## src/rtl/ddr_pkg.sv

```systemverilog
// Shared definitions for the column sequencer: game states, column count,
// LFSR seed/taps and small helper functions.
package ddr_pkg;

    localparam int unsigned NUM_COLS  = 4;
    localparam logic [7:0]  LFSR_SEED = 8'hA5;
    // Feedback taps b7, b5, b4, b3
    localparam logic [7:0]  LFSR_TAPS = 8'hB8;

    typedef enum logic [1:0] {
        ST_IDLE = 2'd0,
        ST_PLAY = 2'd1,
        ST_OVER = 2'd2
    } state_e;

    // Fibonacci LFSR step: shift left, parity of tapped bits enters at bit 0
    function automatic logic [7:0] lfsr_next(input logic [7:0] v);
        return {v[6:0], ^(v & LFSR_TAPS)};
    endfunction

    // Number of set bits in a per-column mask
    function automatic logic [2:0] popcount_cols(input logic [NUM_COLS-1:0] v);
        logic [2:0] c;
        c = '0;
        for (int unsigned i = 0; i < NUM_COLS; i++) begin
            c = c + {2'b00, v[i]};
        end
        return c;
    endfunction

endpackage

```

## src/rtl/step_timer.sv

```systemverilog
// Row-advance timer: counts clock cycles while enabled and strobes STEP on
// the last cycle of each TICK_DIV period. Held at zero while disabled.
module step_timer #(
    parameter int unsigned TICK_DIV = 25000000
) (
    input  logic CLOCK,
    input  logic RESET,
    input  logic EN,
    output logic STEP
);

    localparam int unsigned    CW   = (TICK_DIV > 2) ? $clog2(TICK_DIV) : 1;
    localparam logic [CW-1:0]  LAST = CW'(TICK_DIV - 1);

    logic [CW-1:0] cnt_q;
    logic [CW-1:0] cnt_d;

    // Strobe on terminal count, wrap to zero; clear whenever disabled
    always_comb begin
        STEP  = EN && (cnt_q == LAST);
        cnt_d = cnt_q + CW'(1);
        if (!EN || STEP) begin
            cnt_d = '0;
        end
    end

    // Counter register
    always_ff @(posedge CLOCK or negedge RESET) begin
        if (!RESET) begin
            cnt_q <= '0;
        end else begin
            cnt_q <= cnt_d;
        end
    end

endmodule

```

## src/rtl/column_sequencer.sv

```systemverilog
// Four-column rhythm game sequencer: game FSM, note spawning from an LFSR,
// key press detection, hit/miss scoring and target-light clearing.
module column_sequencer
    import ddr_pkg::*;
#(
    parameter int unsigned TICK_DIV = 25000000,
    parameter int unsigned MAX_MISS = 8
) (
    input  logic                CLOCK,
    input  logic                RESET,
    input  logic                START,
    input  logic [NUM_COLS-1:0] KEY,
    input  logic [NUM_COLS-1:0] TARGET,
    output logic                STEP,
    output logic [NUM_COLS-1:0] SPAWN,
    output logic [NUM_COLS-1:0] GOTCHA,
    output logic [7:0]          HITS,
    output logic [3:0]          MISSES,
    output logic                PLAYING,
    output logic                GAMEOVER
);

    localparam logic [3:0] MAX_MISS_C = 4'(MAX_MISS);

    state_e              state_q;
    logic [7:0]          lfsr_q;
    logic [NUM_COLS-1:0] key_q;
    logic [NUM_COLS-1:0] gotcha_q;
    logic [7:0]          hits_q;
    logic [3:0]          misses_q;

    logic                step;
    logic [NUM_COLS-1:0] press;
    logic [NUM_COLS-1:0] hit;
    logic [NUM_COLS-1:0] wrong;
    logic [NUM_COLS-1:0] late;
    logic [8:0]          hits_sum;
    logic [4:0]          miss_sum;
    logic [7:0]          hits_d;
    logic [3:0]          misses_d;
    logic                game_end;

    step_timer #(
        .TICK_DIV(TICK_DIV)
    ) u_step_timer (
        .CLOCK(CLOCK),
        .RESET(RESET),
        .EN   (state_q == ST_PLAY),
        .STEP (step)
    );

    // Press/hit/miss classification and saturating score arithmetic
    always_comb begin
        press = KEY & ~key_q;
        hit   = press & TARGET;
        wrong = press & ~TARGET;
        // A lit target that is not hit on the step cycle scrolls away as a miss
        late  = step ? (TARGET & ~hit) : '0;

        hits_sum = {1'b0, hits_q} + {6'd0, popcount_cols(hit)};
        miss_sum = {1'b0, misses_q} + {2'd0, popcount_cols(wrong)} + {2'd0, popcount_cols(late)};
        hits_d   = hits_sum[8] ? 8'hFF : hits_sum[7:0];
        misses_d = miss_sum[4] ? 4'hF  : miss_sum[3:0];
        game_end = (misses_d >= MAX_MISS_C);

        SPAWN = '0;
        if (step && lfsr_q[2]) begin
            SPAWN = NUM_COLS'(1) << lfsr_q[1:0];
        end
    end

    // Game FSM with registered score, LFSR and target-clear outputs
    always_ff @(posedge CLOCK or negedge RESET) begin
        if (!RESET) begin
            state_q  <= ST_IDLE;
            lfsr_q   <= LFSR_SEED;
            key_q    <= '0;
            gotcha_q <= '0;
            hits_q   <= '0;
            misses_q <= '0;
        end else begin
            key_q    <= KEY;
            gotcha_q <= '0;
            case (state_q)
                ST_PLAY: begin
                    hits_q   <= hits_d;
                    misses_q <= misses_d;
                    if (step) begin
                        lfsr_q <= lfsr_next(lfsr_q);
                    end
                    // Ending edge suppresses the clear pulse so nothing fires in OVER
                    if (game_end) begin
                        state_q <= ST_OVER;
                    end else begin
                        gotcha_q <= hit;
                    end
                end
                default: begin
                    if (START) begin
                        state_q  <= ST_PLAY;
                        hits_q   <= '0;
                        misses_q <= '0;
                        lfsr_q   <= LFSR_SEED;
                        gotcha_q <= '1;
                    end
                end
            endcase
        end
    end

    assign STEP     = step;
    assign GOTCHA   = gotcha_q;
    assign HITS     = hits_q;
    assign MISSES   = misses_q;
    assign PLAYING  = (state_q == ST_PLAY);
    assign GAMEOVER = (state_q == ST_OVER);

endmodule
```

## config.mk

```make
export PLATFORM = sky130hd
export DESIGN_NAME = column_sequencer
export DESIGN_NICKNAME = d
export VERILOG_FILES = /design/src/rtl/ddr_pkg.sv /design/src/rtl/step_timer.sv /design/src/rtl/column_sequencer.sv
export SDC_FILE = /design/constraint.sdc
export NUM_CORES = 1
export LEC_CHECK = 0
export CELL_PAD_IN_SITES_DETAIL_PLACEMENT = 1
export CELL_PAD_IN_SITES_GLOBAL_PLACEMENT = 2
export CORE_ASPECT_RATIO = 1.1
export CORE_UTILIZATION = 24
export DETAILED_ROUTE_END_ITERATION = 8
export PLACE_DENSITY = 0.64
export SYNTH_ARGS = -nofsm -noshare
export SYNTH_HDL_FRONTEND = slang
export SYNTH_HIERARCHICAL = 1
export SYNTH_SLANG_ARGS = --single-unit
```

## constraint.sdc

```tcl
create_clock -name CLOCK -period 8.9 [get_ports CLOCK]
set_clock_uncertainty 0.2 [all_clocks]
set_input_delay 2.67 -clock CLOCK [delete_from_list [all_inputs] [get_ports CLOCK]]
set_output_delay 2.67 -clock CLOCK [all_outputs]
set_load 0.02 [all_outputs]
```

==> metrics.yaml <==
status: "finished, final reports clean"
tightest_slew_ns: 0.891
worstSkewPairLatency_ns: 0.30
fp-row-count: 43
required_ns: 8.90
netlist_area_um2: 3080
finalSetupViolCount: 0
drive_above_1_share: 0.0718
synth_most_common_cell: "dfrtp_1"
timing.final.hold_violations: 0
post_cts_resized: 0
hold_class: "register to register"
synth_top_family_by_area: "simple AND/OR/NAND/NOR gates"
grt_max_degree: 56
final_cells: 505
initialDrtViolationCount: 73
p_per_area_nw_per_um2: 236
peakVddDrop_mv: 0.115
switching_share: 0.404
holdBufCountCts: 0
antenna_found_initial: 0
start_util: 0.246
fmax_ghz: 0.156
syn2layout_area_growth_pct: 19.9
startpoint_type: "input port"
synth_mux_area_frac: 0
htree_levels: 2
ys_top_cells_by_area: "dfrtp_1, fa_1, nor2_1"
yosys_warnings: 6
synth_cell_types: 50
grt_pass1_wl_um: 13500
dp_cells: 497
p_leak_nw: 1.53
cts-root-buf: "clkbuf_16"
ys_ff_latch: 55
arrival_ns: 6.41
synthAdderAreaFrac: 0.0845
cts.clk_slew.worst_paths_ns: 0.08
routed-via-count: 2464
syn_inst: 313
gp_congestion: 0.750
power_frac_seq: 0.370
numCtsBuffers: 5
comb_power_share: 0.404
synth_compound_area_frac: 0.149
rsz0062_at_grt: "no"
finalMaxSlewViolations: 0
worstSetupPathType: "input port to register"
cts_tree: "yes"
grt_overflow: 0
ys_seq_area_frac: 0.449
drt_wl_total_um: 7800
synth_edf_count: 0
min_period_ns: 6.41
power.share.clock: 0.226
synthTopCellsByCount: "dfrtp_1, nor2_1, a21oi_1"
path_max_fanout: 4
async_flop_share: 1.00
syn_nets: 340
maxCapViolCount: 0
die_area_um2: 13300
vias_per_cell: 4.88
drt-pass1-iter-count: 4
dpl.hpwl_um: 5650
synth.avg_cell_area_um2: 9.84
clock_path_buffers: 2
fin_crit_sh: 0.720
slew_headroom: 0.406
port_buffers: 33
internal-power_mw: 0.520
ioPinCount: 34
die_w_um: 110
p_switching_mw: 0.352
synth-xor-area-share: 0.0455
drc: 0
yosys.area_share.simple: 0.221
tns_ns: 0
synth_flop_cell: "dfrtp_1"
insertedDiodeCount: 0
end_kind: "register"
clock_sinks: 55
gr-usage-all-layers: 0.132
whs_ns: 0.306
synth_area_leader_cell: "dfrtp_1"
grt_pass1_vias: 2709
core-area_um2: 12500
final_nets: 374
wl_per_cell_um: 15.4
postRouteAntennaNets: 0
die_h_um: 121
postCtsSetupBuffers: 0
synth.top_cell.area_share: 0.414
[flip-flops by register name (all words and copies together) (netlist names)]
signal,cells
u_step_timer/cnt_q,25
HITS,8
lfsr_q,8
GOTCHA,4
MISSES,4
key_q,4
state_q,2
[final cells by class]
type,instances,area (um2)
fillers,1437,8840
multi-input cells,227,1540
flip-flops and latches,55,1380
repair buffers,35,340
well taps,157,196
clock buffers,6,129
inverters,23,93.8
clock inverters,2,12.5
[power groups by stage]
stage / Clock, mW / Sequential, mW / Combinational (mW)
finish: 0.197 / 0.323 / 0.352
global route: 0.213 / 0.328 / 0.399
CTS: 0.206 / 0.324 / 0.361
detailed placement: 0 / 0.328 / 0.359
global placement: 0 / 0.327 / 0.351
floorplan: 0 / 0.343 / 0.228
[through the flow]
| step | power (mW) | util | instance area (um2) | setup slack [ns] |
|---|---|---|---|---|
| floorplan | 0.572 | - | 3080 | 2.88 |
| global placement | 0.678 | 0.283 | 3550 | 2.28 |
| detailed placement | 0.687 | 0.283 | 3550 | 2.16 |
| CTS | 0.891 | 0.294 | 3690 | 2.49 |
| global route | 0.941 | 0.294 | 3690 | 2.20 |
| finish | 0.872 | 0.294 | 3690 | 2.49 |
[critical path: stages]
cell             delay (ns)
clkdlybuf4s50_1        0.42
nand2b_1               0.14
nor2_1                 0.08
fa_1                   0.50
inv_1                  0.05
fa_1                   0.52
inv_1                  0.05
fa_1                   0.57
fa_1                   0.22
inv_1                  0.07
fa_1                   0.43
a311oi_1               0.32
o21ai_0                0.20
o21a_1                 0.15
[kinds of logic after synthesis]
logic type               after synthesis
XOR/XNOR                              16
buffers and inverters                 31
AO/OA/AOI/OAI                         70
adder cells (fa/ha/maj)               16
flip-flops                            55
AND/OR/NAND/NOR                      125
[worst paths after layout]
kind                            slack (ns)                    from  cells after the start               endpoint
worst min register to register        0.31   u_step_timer/cnt_q[0]                      1  u_step_timer/cnt_q[0]
min in group asynchronous             2.32                   RESET                      2  u_step_timer/cnt_q[0]
worst min-delay path                  0.31   u_step_timer/cnt_q[0]                      1  u_step_timer/cnt_q[0]
worst max register to register        4.12  u_step_timer/cnt_q[15]                     15             state_q[0]
worst max-delay path                  2.49                  KEY[0]                     14             state_q[0]
max in group asynchronous             5.70                   RESET                      2              MISSES[0]
[routing by layer]
metal	part of all wire	global-route usage
met1	0.49	0.175
met2	0.47	0.217
met3	0.028	0.0226
met4	0.014	0.0400
met5	0	0
[placed cells by master (no fill, tap or decap), types with 5 or more instances in the layout]
| master | Yosys | final |
|---|---|---|
| or4_1 | 7 | 7 |
| and3_1 | 7 | 7 |
| nand4_1 | 7 | 7 |
| ha_1 | 8 | 8 |
| nand2_1 | 19 | 19 |
| nor2_1 | 32 | 32 |
| nor3_1 | 8 | 8 |
| xor2_1 | 8 | 8 |
| inv_1 | 22 | 22 |
| nand3_1 | 17 | 17 |
| xnor2_1 | 8 | 8 |
| o31ai_1 | 10 | 10 |
| fa_1 | 8 | 8 |
| o21ai_0 | 14 | 14 |
| nand2b_1 | 5 | 5 |
| a21oi_1 | 23 | 23 |
| dfrtp_1 | 51 | 51 |
| clkbuf_16 | 0 | 5 |
| or3_1 | 5 | 5 |
| clkdlybuf4s50_1 | 0 | 32 |
Note: power is estimated with default switching activity, not from simulation.
